<file path="config.mk">
export PLATFORM = sky130hd
export DESIGN_NAME = dram_rr_arbiter
export DESIGN_NICKNAME = d
export VERILOG_FILES = /design/src/rtl/dram_rr_arbiter_pkg.sv /design/src/rtl/dram_rr_arbiter_rr_pick.sv /design/src/rtl/dram_rr_arbiter.sv
export SDC_FILE = /design/constraint.sdc
export NUM_CORES = 1
export LEC_CHECK = 0
export BUFFER_PORTS_ARGS = -buffer_cell sky130_fd_sc_hd__buf_2
export CAP_MARGIN = 40
export CELL_PAD_IN_SITES_DETAIL_PLACEMENT = 1
export CELL_PAD_IN_SITES_GLOBAL_PLACEMENT = 1
export CORE_UTILIZATION = 36
export CTS_CLUSTER_DIAMETER = 120
export DETAILED_ROUTE_END_ITERATION = 12
export PLACE_DENSITY = 0.9
export SLEW_MARGIN = 20
export SYNTH_ARGS = -nofsm -noshare
export SYNTH_HDL_FRONTEND = slang
export SYNTH_HIERARCHICAL = 1
export SYNTH_SLANG_ARGS = --single-unit
</file>
<file path="constraint.sdc">
create_clock -name clk -period 3.55 [get_ports clk]
set_input_delay 0.5325 -clock clk [delete_from_list [all_inputs] [get_ports clk]]
set_output_delay 0.5325 -clock clk [all_outputs]
set_load 0.005 [all_outputs]
</file>
<file path="src/rtl/dram_rr_arbiter_pkg.sv">
// ----------------------------------------------------------------------------
// dram_arb_pkg
// Definitions shared by the DRAM round-robin arbiter and its picker:
//   - state_t : sequencer states (IDLE / ACCESS / RDATA)
//   - DEF_AW  : default DRAM address width
//   - DEF_DW  : default DRAM data width
//   - idx_w() : width of an owner/pointer index for a given requester count
// ----------------------------------------------------------------------------
package dram_arb_pkg;

   typedef enum logic [1:0] {
      IDLE   = 2'd0,
      ACCESS = 2'd1,
      RDATA  = 2'd2
   } state_t;

   localparam int DEF_AW = 8;
   localparam int DEF_DW = 8;

   // A single requester still needs a 1-bit index to keep vectors legal.
   function automatic int idx_w(input int n);
      return (n > 1) ? $clog2(n) : 1;
   endfunction

endpackage

</file>
<file path="src/rtl/dram_rr_arbiter_rr_pick.sv">
// ----------------------------------------------------------------------------
// rr_pick
// Purely combinational round-robin picker with an optional priority override.
// Ports:
//   req      in  N   request vector
//   ptr      in  IW  last normal winner; the search starts at ptr+1 (mod N)
//   prio_en  in  1   force prio_idx to win (caller guarantees req[prio_idx])
//   prio_idx in  IW  index forced to win when prio_en is high
//   grant    out N   one-hot winner
//   idx      out IW  binary winner index
//   any      out 1   at least one request is pending
// ----------------------------------------------------------------------------
module rr_pick #(
   parameter int N  = 2,
   parameter int IW = 1
) (
   input  logic [N-1:0]  req,
   input  logic [IW-1:0] ptr,
   input  logic          prio_en,
   input  logic [IW-1:0] prio_idx,
   output logic [N-1:0]  grant,
   output logic [IW-1:0] idx,
   output logic          any
);

   logic found_s;
   int   cand_s;

   // Winner search: forced index, else first request after ptr, wrapping.
   always_comb begin
      grant   = '0;
      idx     = '0;
      any     = |req;
      found_s = 1'b0;
      cand_s  = 0;
      if (prio_en) begin
         grant[prio_idx] = 1'b1;
         idx             = prio_idx;
      end else begin
         for (int k = 1; k <= N; k++) begin
            cand_s = (int'(ptr) + k) % N;
            if (!found_s && req[cand_s]) begin
               found_s        = 1'b1;
               grant[cand_s]  = 1'b1;
               idx            = IW'(cand_s);
            end else begin
               found_s = found_s;
            end
         end
      end
   end

endmodule

</file>
<file path="src/rtl/dram_rr_arbiter.sv">
// ----------------------------------------------------------------------------
// dram_rr_arbiter
// Shares one single-port synchronous DRAM (registered address, q valid the
// next cycle) between NUM_REQ cores with round-robin arbitration, a
// request/done handshake, per-core read-data hold registers and a bounded
// bus lock for read-modify-write sequences.
// Ports:
//   clk        in  1           system clock
//   rst        in  1           asynchronous reset, active low
//   rden/wren  in  NUM_REQ     per-core read/write request, held until done
//   lock       in  NUM_REQ     per-core bus-lock request
//   Address    in  NUM_REQ*AW  packed addresses, core i at [i*AW +: AW]
//   Din        in  NUM_REQ*DW  packed write data
//   RAMq       in  DW          DRAM read data
//   acq        out NUM_REQ     one-hot grant during ACCESS/RDATA
//   done       out NUM_REQ     one-hot single-cycle completion strobe
//   Dq         out NUM_REQ*DW  per-core read data
//   RAMAddress out AW          DRAM address
//   RAMDin     out DW          DRAM write data
//   RAMwren    out 1           DRAM write enable
// ----------------------------------------------------------------------------
module dram_rr_arbiter
   import dram_arb_pkg::*;
#(
   parameter int NUM_REQ  = 2,
   parameter int AW       = DEF_AW,
   parameter int DW       = DEF_DW,
   parameter int MAX_HOLD = 4
) (
   input  logic                  clk,
   input  logic                  rst,
   input  logic [NUM_REQ-1:0]    rden,
   input  logic [NUM_REQ-1:0]    wren,
   input  logic [NUM_REQ-1:0]    lock,
   input  logic [NUM_REQ*AW-1:0] Address,
   input  logic [NUM_REQ*DW-1:0] Din,
   input  logic [DW-1:0]         RAMq,
   output logic [NUM_REQ-1:0]    acq,
   output logic [NUM_REQ-1:0]    done,
   output logic [NUM_REQ*DW-1:0] Dq,
   output logic [AW-1:0]         RAMAddress,
   output logic [DW-1:0]         RAMDin,
   output logic                  RAMwren
);

   localparam int          IW       = idx_w(NUM_REQ);
   localparam logic [3:0]  HOLD_MAX = 4'(MAX_HOLD);

   state_t                state_r, state_nxt_s;
   logic [IW-1:0]         owner_r, ptr_r, win_idx_s;
   logic [3:0]            hold_cnt_r;
   logic [NUM_REQ*DW-1:0] dq_hold_r;
   logic [NUM_REQ-1:0]    req_s, win_grant_s;
   logic                  win_any_s, owner_req_s, owner_wr_s, owner_lock_s;
   logic                  lock_valid_s, prio_en_s, pick_s, complete_s;

   // A write request wins over a simultaneous read request from the same core.
   assign req_s        = rden | wren;
   assign owner_req_s  = req_s[owner_r];
   assign owner_wr_s   = wren[owner_r];
   assign owner_lock_s = lock[owner_r];

   // hold_cnt is non-zero only after a completion with lock held, so the lock
   // can only extend an ownership that actually ran a locked transaction.
   assign lock_valid_s = owner_lock_s && (hold_cnt_r != 4'd0) && (hold_cnt_r < HOLD_MAX);
   assign prio_en_s    = lock_valid_s && owner_req_s;
   assign pick_s       = (state_r == IDLE) && win_any_s;
   assign complete_s   = owner_req_s &&
                         (((state_r == ACCESS) && owner_wr_s) || (state_r == RDATA));

   rr_pick #(
      .N  (NUM_REQ),
      .IW (IW)
   ) u_pick (
      .req      (req_s),
      .ptr      (ptr_r),
      .prio_en  (prio_en_s),
      .prio_idx (owner_r),
      .grant    (win_grant_s),
      .idx      (win_idx_s),
      .any      (win_any_s)
   );

   // Sequencer state register.
   always_ff @(posedge clk or negedge rst) begin
      if (!rst) begin
         state_r <= IDLE;
      end else begin
         state_r <= state_nxt_s;
      end
   end

   // Next state; a dropped owner request aborts straight back to IDLE.
   always_comb begin
      state_nxt_s = IDLE;
      case (state_r)
         IDLE: begin
            if (win_any_s) begin
               state_nxt_s = ACCESS;
            end else begin
               state_nxt_s = IDLE;
            end
         end
         ACCESS: begin
            if (owner_req_s && !owner_wr_s) begin
               state_nxt_s = RDATA;
            end else begin
               state_nxt_s = IDLE;
            end
         end
         RDATA:   state_nxt_s = IDLE;
         default: state_nxt_s = IDLE;
      endcase
   end

   // Owner, round-robin pointer, lock hold counter and read hold registers.
   always_ff @(posedge clk or negedge rst) begin
      if (!rst) begin
         owner_r    <= '0;
         ptr_r      <= IW'(NUM_REQ - 1);
         hold_cnt_r <= 4'd0;
         dq_hold_r  <= '0;
      end else if (pick_s) begin
         owner_r <= win_idx_s;
         // Locked picks leave the pointer alone so rotation resumes afterwards.
         if (!prio_en_s) begin
            ptr_r <= win_idx_s;
            if (!win_grant_s[owner_r]) begin
               hold_cnt_r <= 4'd0;
            end
         end
      end else if (complete_s) begin
         if (owner_lock_s) begin
            if (hold_cnt_r < HOLD_MAX) begin
               hold_cnt_r <= hold_cnt_r + 4'd1;
            end
         end else begin
            hold_cnt_r <= 4'd0;
         end
         if (state_r == RDATA) begin
            dq_hold_r[owner_r*DW +: DW] <= RAMq;
         end
      end
   end

   // Grant, completion strobe, DRAM drive and read-data bypass.
   always_comb begin
      acq        = '0;
      done       = '0;
      RAMAddress = '0;
      RAMDin     = '0;
      RAMwren    = 1'b0;
      Dq         = dq_hold_r;
      case (state_r)
         ACCESS: begin
            acq[owner_r] = 1'b1;
            RAMAddress   = Address[owner_r*AW +: AW];
            RAMDin       = Din[owner_r*DW +: DW];
            RAMwren      = owner_wr_s;
            done[owner_r] = complete_s;
         end
         RDATA: begin
            acq[owner_r] = 1'b1;
            RAMAddress   = Address[owner_r*AW +: AW];
            if (owner_req_s) begin
               Dq[owner_r*DW +: DW] = RAMq;
               done[owner_r]        = 1'b1;
            end else begin
               Dq = dq_hold_r;
            end
         end
         default: begin
            acq = '0;
         end
      endcase
   end

endmodule

</file>
==> reports/metrics.cfg, run 1 <==
[floorplan]
io_pins = 85
dieArea_sq_mm = 0.004974
placementRows = 24
fp.coreArea_sq_mm = 0.004444
chipHeight_um = 70.53
start_util_pct = 38.03
die_x_um = 70.53

[route]
drc = 16
drtAntennaViolNets = 0
vias = 1465
post_drt_wl_per_cell_um = 14.92
routed_via_density = 5.069
firstDrtPassIters = 8
first_iter_violations = 33
drt-total-wl_mm = 4.311

[critical_path]
ff2ff_path_depth = 8
cp.required_ns = 3.02
rr_startpoint = owner_r$_DFFE_PN0P_
critPathCaptureType = output pin
criticalPathCategory = flop to output pin
cp_max_fo = 16
worst_setup_path_start_kind = flop
reg2reg_slack_ns = 0.80
critPathArrivalTime_ns = 2.22
r2r-end = hold_cnt_r[1]$_DFFE_PN0P_

[timing]
finalHoldViolations = 0
setup_viol = 0
fin_crit_sh_pct = 77.53
fin_skew_ns = 0.006036
fin_crit_ns = 2.752
tightest_slew_ns = 0.7552
slew_headroom_pct = 49.65
max_freq_ghz = 0.3633
rsz0062_at_grt = false
holdWs_ns = 0.2371
slew_violations = 0
tns_ns = 0

[clocking]
cts_resized = 0
htreeDepth = 1
cts_tree = built
clk_pin_slew_ns = 0.09
cts.path.max_buffers = 2
cts-root-buf = clkbuf_8
cts_hold_buf = 0
post_cts_buffers = 0
cts_made_buffers = 3
clock_sinks = 24
clk_latency_ns = 0.27

[global_route]
first_global_vias = 1531
antenna_found_initial = 0
grt_start_max_net_pins = 25
overflow = 0
grt_util_all_layers_pct = 17.53
grt_pass1_wl_mm = 6.934

[logic_synthesis]
synthFlopType = dfrtp_1
synth_cells = 153
synth_edf_count = 0
seq_area_frac_synth_pct = 35.60
synth_area_sq_mm = 0.001690
ys_ff_latch = 24
synth.avg_cell_area_sq_um = 11.05
synth_warnings = 6
synthArstFlopShare_pct = 100.0
syn-num-nets = 206
synth_cell_types = 37

[worst_hold_path]
hold_path.class = primary input to asynchronous set/reset pin

[layout]
area_growth_pct = 31.61
diodes = 0
utilization_pct = 50.06
fin_nets = 291
drive_gt1_share_pct = 56.54
fillers = 547

[power]
vdd_drop_max_uv = 287.5
p_per_area_mw_per_mm2 = 758.6
power_leakage_nw = 1.174
clockPowerShare_pct = 14.2
seqPwrFrac_pct = 28.0
p_int_w = 0.001063
power.switching_w = 0.0006244
swShare_pct = 37.00
comb_power_share_pct = 57.9

[outcome]
violations = design-rule violations
outcome = finished, violations left

[placement]
gp_congestion = 0.8358
dp_hpwl_mm = 3.449
numPortBuffers = 84

[job]
max-cap-violations = 0

power by group through the flow:
stage / sequential (W) / combinational [W] / clock (W)
floorplan: 0.000429 / 0.000698 / 0
global placement: 0.000470 / 0.000955 / 0
detailed placement: 0.000479 / 0.000984 / 0
CTS: 0.000474 / 0.000989 / 0.000246
global route: 0.000487 / 0.00107 / 0.000254
finish: 0.000472 / 0.000976 / 0.000239
flip-flops by register name, indices dropped and copies added (netlist names):
signal / cells
dq_hold_r: 16
ptr_r: 1
state_r: 2
owner_r: 1
hold_cnt_r: 4
critical path, stage by stage, from the launching register on:
cell	delay (ns)
dfrtp_1	0.66
buf_4	0.36
nor2_2	0.40
mux2_2	0.40
buf_2	0.13
cells in the final DEF (no fill, tap or decap), types with 2 or more instances in the layout:
cell type	instances
mux2_2	34
dfrtp_1	23
buf_2	84
o21ai_2	2
clkbuf_8	3
a21boi_0	2
and2_1	3
or2_2	2
nor2b_1	10
nor2_1	12
mux2i_1	20
ha_1	5
nand2_1	5
nand2b_1	2
inv_1	7
cell usage after synthesis, types with 2 or more instances:
cell type	instances	area, sq um
mux2_2	34	382.9
ha_1	5	62.56
nand2b_1	2	12.51
nor2b_1	10	62.56
nand2_1	5	18.77
buf_2	3	15.01
a21boi_0	2	15.01
nor2_1	12	45.04
inv_1	7	26.28
and2_1	3	18.77
mux2i_1	20	200.2
dfrtp_1	23	575.6
or2_2	2	12.51
o21ai_2	2	17.52
layer usage:
layer	track usage [%]	wire (um)	vias to the layer above
met3	2.020	289	5
met1	19.21	1714	705
met5	0	0	-
met2	34.09	2242	49
met4	6.803	64	0
li1	-	-	706
cells by family after synthesis:
kind of cell / after synthesis / synth area share (%)
AND/OR/NAND/NOR: 42 / 13.25
adder cells (fa/ha/maj): 5 / 3.701
AO/OA/AOI/OAI: 15 / 9.400
flip-flops: 24 / 35.60
multiplexers: 54 / 34.49
buffers and inverters: 13 / 3.552
worst max path at each step:
| stage | from | to | slack [ns] | depth (start not counted) |
|---|---|---|---|---|
| 2_1_floorplan | wren[0] | dq_hold_r[0]$_DFFE_PN0P_ | 1.21 | 6 |
| 3_3_place_gp | wren[0] | dq_hold_r[4]$_DFFE_PN0P_ | 0.93 | 6 |
| 3_5_place_dp | owner_r$_DFFE_PN0P_ | hold_cnt_r[1]$_DFFE_PN0P_ | 0.79 | 8 |
| 4_1_cts | owner_r$_DFFE_PN0P_ | Dq[4] | 0.74 | 4 |
| 5_1_grt | owner_r$_DFFE_PN0P_ | hold_cnt_r[1]$_DFFE_PN0P_ | 0.64 | 8 |
| 6_report | owner_r$_DFFE_PN0P_ | Dq[4] | 0.80 | 4 |
layout make-up:
| cell class | instances | area [sq um] | share of cell area (%) |
|---|---|---|---|
| timing repair buffer | 85 | 427.9 | 19.24 |
| tap | 52 | 65.06 | 2.925 |
| sequential | 24 | 601.8 | 27.05 |
| inverter | 8 | 30.03 | 1.350 |
| clock buffer | 3 | 41.29 | 1.856 |
| clock inverter | 1 | 30.03 | 1.350 |
| multi-input combinational | 116 | 1028 | 46.23 |
through the flow:
step / area (sq um) / power, W / worst slack (ns) / cells
2_1_floorplan: 1690 / 0.001126 / 1.209 / 153
3_3_place_gp: 2153 / 0.001425 / 0.9322 / 285
3_5_place_dp: 2153 / 0.001463 / 0.7851 / 285
4_1_cts: 2225 / 0.001709 / 0.7449 / 289
5_1_grt: 2225 / 0.001810 / 0.6357 / 289
6_report: 2225 / 0.001688 / 0.7977 / 289
Power figures use the tool's default switching activity.
==> run 2, diff against run 1 <==
--- a/config.mk
+++ b/config.mk
@@ -9,10 +9,10 @@
 export CAP_MARGIN = 40
 export CELL_PAD_IN_SITES_DETAIL_PLACEMENT = 1
 export CELL_PAD_IN_SITES_GLOBAL_PLACEMENT = 1
-export CORE_UTILIZATION = 36
+export CORE_UTILIZATION = 34
 export CTS_CLUSTER_DIAMETER = 120
 export DETAILED_ROUTE_END_ITERATION = 12
-export PLACE_DENSITY = 0.9
+export PLACE_DENSITY = 0.85
 export SLEW_MARGIN = 20
 export SYNTH_ARGS = -nofsm -noshare
 export SYNTH_HDL_FRONTEND = slang
==> constraint.sdc (replaced) <==
create_clock -name clk -period 2.7 [get_ports clk]
set_input_delay 0.405 -clock clk [delete_from_list [all_inputs] [get_ports clk]]
set_output_delay 0.405 -clock clk [all_outputs]
set_load 0.005 [all_outputs]
==> run 2 against run 1 <==
Compared with the run above: the flow now finishes without violations; final area grew 1.5%; worst setup slack lost 0.65 ns; sequential power grew 26%; non-clock buffer count grew 2; global-route usage shrank 1.1 points; critical path type unchanged; critical endpoint is now Dq[6]; largest cell class unchanged; highest routed layer unchanged.
==> reports/metrics.cfg, run 2 (synthesis gave the netlist of run 1 again) <==
[clocking]
clk_pin_slew_ns = 0.09  ; about the same
cts_made_buffers = 3  ; unchanged
cts.path.max_buffers = 2  ; unchanged
cts_resized = 0  ; unchanged
cts-root-buf = clkbuf_8  ; unchanged
cts_hold_buf = 0  ; unchanged
htreeDepth = 1  ; unchanged
clk_latency_ns = 0.27  ; about the same
post_cts_buffers = 0  ; unchanged
cts_tree = built  ; unchanged
clock_sinks = 24  ; unchanged

[timing]
rsz0062_at_grt = false  ; unchanged
holdWs_ns = 0.1012  ; was 0.2371 ns
fin_skew_ns = 0.006431  ; was 0.006036 ns
setup_viol = 0  ; unchanged
fin_crit_sh_pct = 94.48
setup_slack_ns = 0.1491  ; was 0.7977 ns
finalHoldViolations = 0  ; unchanged
max_freq_ghz = 0.3920
slew_violations = 0  ; unchanged
tightest_slew_ns = 0.5238  ; was 0.7552 ns
fin_crit_ns = 2.551
tns_ns = 0  ; unchanged
slew_headroom_pct = 65.08  ; was 49.65%

[floorplan]
io_pins = 85  ; unchanged
dieArea_sq_mm = 0.005258  ; was 0.004974 sq mm
die_x_um = 72.51  ; was 70.53 um
start_util_pct = 35.55  ; was 38.03%
fp.coreArea_sq_mm = 0.004755  ; was 0.004444 sq mm
chipHeight_um = 72.51  ; was 70.53 um
placementRows = 25  ; was 24

[layout]
area_growth_pct = 33.60  ; was 31.61%
regMostFlops = dq_hold_r  ; unchanged
drive_gt1_share_pct = 56.90  ; was 56.54%
final_cell_mix = 84 x buf_2, 34 x mux2_2, 23 x dfrtp_1  ; unchanged
diodes = 0  ; unchanged
layout_commonest_cell = buf_2  ; unchanged
finalNonFillerCells = 306  ; was 289
final_area_sq_mm = 0.002258  ; was 0.002225 sq mm
reg.largest.list = dq_hold_r: 16 flops, hold_cnt_r: 4 flops, state_r: 2 flops  ; unchanged
fin_nets = 293  ; was 291
largest_reg_flops = 16  ; unchanged

[critical_path]
cp_max_fo = 8  ; was 16
worst_setup_path_start_kind = flop  ; unchanged
timing.critical_path.to = Dq[6]  ; was Dq[4]
criticalPathCategory = flop to output pin  ; unchanged
critical_path.startpoint = state_r[0]$_DFF_PN0_  ; was owner_r$_DFFE_PN0P_
r2r-end = hold_cnt_r[1]$_DFFE_PN0P_  ; unchanged
reg2reg_slack_ns = 0.25  ; was 0.80 ns
critPathCaptureType = output pin  ; unchanged
critPathArrivalTime_ns = 2.15  ; was 2.22 ns
cp.required_ns = 2.30  ; was 3.02 ns
ff2ff_path_depth = 10  ; was 8
rr_startpoint = hold_cnt_r[0]$_DFFE_PN0P_  ; was owner_r$_DFFE_PN0P_

[route]
maxUsedRoutingLayer = met4  ; unchanged
post_drt_wl_per_cell_um = 13.89  ; was 14.92 um
vias = 1453  ; was 1,465
firstDrtPassIters = 3  ; was 8
drtAntennaViolNets = 0  ; unchanged
first_iter_violations = 26  ; was 33
route.met3.wl_um = 290  ; was 289 um
wirelength_met1_mm = 1.765  ; was 1.714 mm
routed_via_density = 4.748  ; was 5.069
drc = 0  ; was 16
wl_met2_mm = 2.122  ; was 2.242 mm
drt-total-wl_mm = 4.251  ; was 4.311 mm

[power]
seqPwrFrac_pct = 26.7  ; was 28.0%
comb_power_share_pct = 59.3  ; was 57.9%
swShare_pct = 36.70  ; was 37.00%
p_int_w = 0.001407  ; was 0.001063 W
power_leakage_nw = 1.185  ; was 1.174 nW
vdd_drop_max_uv = 403.9  ; was 287.5 uV
power.switching_w = 0.0008155  ; was 0.0006244 W
clockPowerShare_pct = 14.0  ; was 14.2%
p_per_area_mw_per_mm2 = 984.0  ; was 758.6 mW/mm^2

[placement]
numPortBuffers = 84  ; unchanged
dp_cells = 302  ; was 285
dp_hpwl_mm = 3.466  ; was 3.449 mm
gp_congestion = 0.7877  ; was 0.8358
pre_cts_slack_ns = 0.2508  ; was 0.7851 ns
place_area_sq_mm = 0.002187  ; was 0.002153 sq mm

[global_route]
antenna_found_initial = 0  ; unchanged
overflow = 0  ; unchanged
grt_pass1_wl_mm = 6.803  ; was 6.934 mm
grt_util_all_layers_pct = 16.38  ; was 17.53%
first_global_vias = 1464  ; was 1,531
grt_start_max_net_pins = 25  ; unchanged

[worst_hold_path]
hold_path.class = primary input to asynchronous set/reset pin  ; unchanged

[job]
max-cap-violations = 0  ; unchanged

[outcome]
outcome = completed  ; was finished, violations left

[run 2: worst max-delay path: stages, from the launching register on]
cell	delay, ns
dfrtp_1	0.39
inv_1	0.08
ha_1	0.25
o21ai_1	0.21
nor2_2	0.44
mux2_2	0.39
buf_2	0.12
[run 2: how the worst min path moves through the flow]
stage                     slack [ns]  startpoint                       end
final                           0.10         rst  dq_hold_r[8]$_DFFE_PN0P_
after global routing            0.15         rst  dq_hold_r[8]$_DFFE_PN0P_
after CTS                       0.11         rst  dq_hold_r[8]$_DFFE_PN0P_
after detailed placement        0.42         rst  dq_hold_r[8]$_DFFE_PN0P_
after global placement          0.42         rst  dq_hold_r[0]$_DFFE_PN0P_
after floorplan                 0.11         rst  dq_hold_r[0]$_DFFE_PN0P_
[run 2: per-stage QoR]
stage / util (%) / power, W
after floorplan: - / 0.001481
after global placement: 46.00 / 0.001892
after detailed placement: 46.00 / 0.001939
after CTS: 47.50 / 0.002263
after global routing: 47.50 / 0.002409
final: 47.50 / 0.002222
[run 2: cell type report]
type | instances | area (sq um)
flip-flops and latches | 24 | 601.8
clock inverters | 1 | 30.03
clock buffers | 3 | 41.29
repair buffers | 87 | 442.9
fillers | 582 | 2496
inverters | 8 | 30.03
well taps | 67 | 83.83
multi-input cells | 116 | 1028
[run 2: power groups by stage]
stage | logic, W | registers (W) | clock network [W]
after floorplan | 0.000917 | 0.000564 | 0
after global placement | 0.00131 | 0.000586 | 0
after detailed placement | 0.00134 | 0.000601 | 0
after CTS | 0.00134 | 0.000595 | 0.000325
after global routing | 0.00146 | 0.000614 | 0.000339
final | 0.00132 | 0.000593 | 0.000312
[run 2: routing by layer]
layer / up-vias / GRT usage, %
li1: 713 / -
met1: 685 / 19.95
met2: 49 / 28.66
met3: 6 / 2.500
met4: 0 / 6.972
met5: - / 0
==> run 3, diff against run 2 <==
--- a/config.mk
+++ b/config.mk
@@ -5,14 +5,15 @@
 export SDC_FILE = /design/constraint.sdc
 export NUM_CORES = 1
 export LEC_CHECK = 0
+export ABC_AREA = 1
 export BUFFER_PORTS_ARGS = -buffer_cell sky130_fd_sc_hd__buf_2
 export CAP_MARGIN = 40
 export CELL_PAD_IN_SITES_DETAIL_PLACEMENT = 1
 export CELL_PAD_IN_SITES_GLOBAL_PLACEMENT = 1
-export CORE_UTILIZATION = 34
+export CORE_UTILIZATION = 31
 export CTS_CLUSTER_DIAMETER = 120
 export DETAILED_ROUTE_END_ITERATION = 12
-export PLACE_DENSITY = 0.85
+export PLACE_DENSITY = 0.84
 export SLEW_MARGIN = 20
 export SYNTH_ARGS = -nofsm -noshare
 export SYNTH_HDL_FRONTEND = slang
==> run 3 against run 2 <==
Compared with the run above: first-iteration DRC count increased to 3.3 times the previous value; register-to-register slack improved by 0.30 ns; sequential share of layout area decreased by 1.1 points; maximum frequency increased by 10%; area after synthesis increased by 8.6%; core utilization decreased by 5.5 points.
==> reports/metrics.cfg, run 3 <==
[layout]
largest_reg_flops = 16  ; unchanged
fillers = 791  ; was 582
finalNonFillerCells = 430  ; was 306
final_area_sq_mm = 0.002356  ; was 0.002258 sq mm
area_growth_pct = 28.36  ; was 33.60%
regMostFlops = dq_hold_r  ; unchanged
final_cell_mix = 100 x nand2_1, 84 x buf_2, 44 x o21ai_0  ; was 84 x buf_2, 34 x mux2_2, 23 x dfrtp_1
diodes = 0  ; unchanged
drive_gt1_share_pct = 29.05  ; was 56.90%
reg.largest.list = dq_hold_r: 16 flops, hold_cnt_r: 4 flops, state_r: 2 flops  ; unchanged
layout_commonest_cell = nand2_1  ; was buf_2
fin_nets = 412  ; was 293

[logic_synthesis]
synth.avg_cell_area_sq_um = 6.579  ; was 11.05 sq um
yosysMostFrequentCell = nand2_1  ; was mux2_2
synth_cells = 279  ; was 153
synth_edf_count = 0  ; unchanged
seq_area_frac_synth_pct = 32.79  ; was 35.60%
synth_warnings = 6  ; unchanged
synth_area_sq_mm = 0.001836  ; was 0.001690 sq mm
synthFlopType = dfrtp_1  ; unchanged
synthTopCellsByArea = dfrtp_1 31%, nand2_1 20%, o21ai_0 12%, inv_1 7.6%, a22o_1 3.8%  ; was dfrtp_1 34%, mux2_2 23%, mux2i_1 12%, ha_1 3.7%, nor2b_1 3.7%
yosysTopAreaCell = dfrtp_1  ; unchanged
ys_ff_latch = 24  ; unchanged
synthArstFlopShare_pct = 100.0  ; unchanged
synth_cell_types = 28  ; was 37
syn-num-nets = 332  ; was 206
synth_commonest_cells = 100 x nand2_1, 44 x o21ai_0, 37 x inv_1  ; was 34 x mux2_2, 23 x dfrtp_1, 20 x mux2i_1
synth_top_area_share_pct = 31.36  ; was 34.05%

[route]
drc = 0  ; unchanged
drt-total-wl_mm = 5.405  ; was 4.251 mm
drtAntennaViolNets = 0  ; unchanged
firstDrtPassIters = 4  ; was 3
routed_via_density = 4.730  ; was 4.748
post_drt_wl_per_cell_um = 12.57  ; was 13.89 um
first_iter_violations = 87  ; was 26
vias = 2034  ; was 1,453

[placement]
gp_congestion = 0.7772  ; was 0.7877
numPortBuffers = 84  ; unchanged
dp_cells = 426  ; was 302
dp_hpwl_mm = 4.137  ; was 3.466 mm
pre_cts_slack_ns = 0.5767  ; was 0.2508 ns
place_area_sq_mm = 0.002285  ; was 0.002187 sq mm

[timing]
setup_slack_ns = 0.3804  ; was 0.1491 ns
fin_crit_sh_pct = 85.91  ; was 94.48%
max_freq_ghz = 0.4311  ; was 0.3920 GHz
fin_skew_ns = 0.01032  ; was 0.006431 ns
holdWs_ns = 0.1081  ; was 0.1012 ns
tightest_slew_ns = 0.5779  ; was 0.5238 ns
finalHoldViolations = 0  ; unchanged
tns_ns = 0  ; unchanged
slew_headroom_pct = 61.47  ; was 65.08%
slew_violations = 0  ; unchanged
rsz0062_at_grt = false  ; unchanged
setup_viol = 0  ; unchanged
fin_crit_ns = 2.320  ; was 2.551 ns

[power]
p_int_w = 0.001362  ; was 0.001407 W
power_leakage_nw = 1.301  ; was 1.185 nW
vdd_drop_max_uv = 572.1  ; was 403.9 uV
power.switching_w = 0.001230  ; was 0.0008155 W
swShare_pct = 47.45  ; was 36.70%
comb_power_share_pct = 64.5  ; was 59.3%
seqPwrFrac_pct = 22.8  ; was 26.7%
clockPowerShare_pct = 12.7  ; was 14.0%
p_per_area_mw_per_mm2 = 1100  ; was 984.0 mW/mm^2

[clocking]
cts-root-buf = clkbuf_8  ; unchanged
clock_sinks = 24  ; unchanged
post_cts_buffers = 0  ; unchanged
cts.path.max_buffers = 2  ; unchanged
cts_hold_buf = 0  ; unchanged
clk_pin_slew_ns = 0.10  ; was 0.09 ns
cts_resized = 0  ; unchanged
cts_made_buffers = 3  ; unchanged
clk_latency_ns = 0.28  ; was 0.27 ns
htreeDepth = 1  ; unchanged
cts_tree = built  ; unchanged

[critical_path]
cp.required_ns = 2.30  ; about the same
worst_setup_path_start_kind = flop  ; unchanged
criticalPathCategory = flop to output pin  ; unchanged
critPathCaptureType = output pin  ; unchanged
cp_max_fo = 33  ; was 8
critPathArrivalTime_ns = 1.91  ; was 2.15 ns

[worst_hold_path]
hold_path.class = primary input to asynchronous set/reset pin  ; unchanged

[floorplan]
die_x_um = 78.95  ; was 72.51 um
chipHeight_um = 78.95  ; was 72.51 um
io_pins = 85  ; unchanged
placementRows = 27  ; was 25
dieArea_sq_mm = 0.006233  ; was 0.005258 sq mm
start_util_pct = 32.73  ; was 35.55%
fp.coreArea_sq_mm = 0.005608  ; was 0.004755 sq mm

[global_route]
grt_pass1_wl_mm = 8.942  ; was 6.803 mm
overflow = 0  ; unchanged
antenna_found_initial = 0  ; unchanged
grt_start_max_net_pins = 34  ; was 25
first_global_vias = 1994  ; was 1,464
grt_util_all_layers_pct = 17.57  ; was 16.38%

[job]
max-cap-violations = 0  ; unchanged

[outcome]
outcome = completed  ; unchanged

==> run 3: critical path, stage by stage (launching register included) <==
cell and delay, ns:
dfrtp_1 0.43, inv_4 0.26, nand3_2 0.17, nand2_1 0.10, buf_4 0.30, nor2_1 0.11
nor3_1 0.14, buf_2 0.14
==> run 3: worst paths after layout <==
path / cells after the start / start / slack (ns) / endpoint
setup / recovery: 7 / owner_r$_DFFE_PN0P_ / 0.38 / done[1]
hold / removal: 1 / rst / 0.11 / dq_hold_r[5]$_DFFE_PN0P_
setup reg to reg: 18 / hold_cnt_r[0]$_DFFE_PN0P_ / 0.55 / hold_cnt_r[1]$_DFFE_PN0P_
hold reg to reg: 2 / ptr_r$_DFFE_PN1P_ / 0.50 / ptr_r$_DFFE_PN1P_
max in group asynchronous: 1 / rst / 2.20 / ptr_r$_DFFE_PN1P_
min in group clk: 4 / wren[1] / 0.48 / state_r[1]$_DFF_PN0_
==> run 3: kinds of logic (layout without fill, tap and decap cells) <==
| logic type | Yosys count | after routing | share of synthesized area, % |
|---|---|---|---|
| buffers and inverters | 53 | 132 | 13.29 |
| xor gates and xnor gates | 1 | 1 | 0.4773 |
| and+or+nand+nor | 127 | 127 | 29.38 |
| AOI/OAI and AO/OA | 69 | 69 | 20.65 |
| DFF | 24 | 24 | 32.79 |
| adders and majority gates | 5 | 5 | 3.408 |
==> run 3: metal layers <==
layer / track usage [%] / routed length (um)
met5: 0 / 0
met4: 2.364 / 39
met3: 2.989 / 240
met2: 31.30 / 2703
met1: 22.65 / 2422
==> run 3: final cells by class <==
class                      count  area [sq um]  area share (%)
inverter                      40         152.6           6.479
tap                           72         90.09           3.824
clock buffer                   3         41.29           1.753
clock inverter                 1         30.03           1.275
sequential                    24         601.8           25.54
multi-input combinational    202         989.7           42.01
timing repair buffer          88         450.4           19.12
==> run 3: stage by stage <==
stage | utilization, % | total power, W
after floorplan | - | 0.001724
after global placement | 40.74 | 0.002219
after detailed placement | 40.74 | 0.002286
after CTS | 42.01 | 0.002632
after global routing | 42.01 | 0.002877
final | 42.01 | 0.002592
==> run 3: power groups by stage <==
stage	clock network [W]	logic, W	registers, W
after floorplan	0	0.00114	0.000580
after global placement	0	0.00163	0.000593
after detailed placement	0	0.00168	0.000602
after CTS	0.000336	0.00170	0.000594
after global routing	0.000346	0.00192	0.000610
final	0.000328	0.00167	0.000592
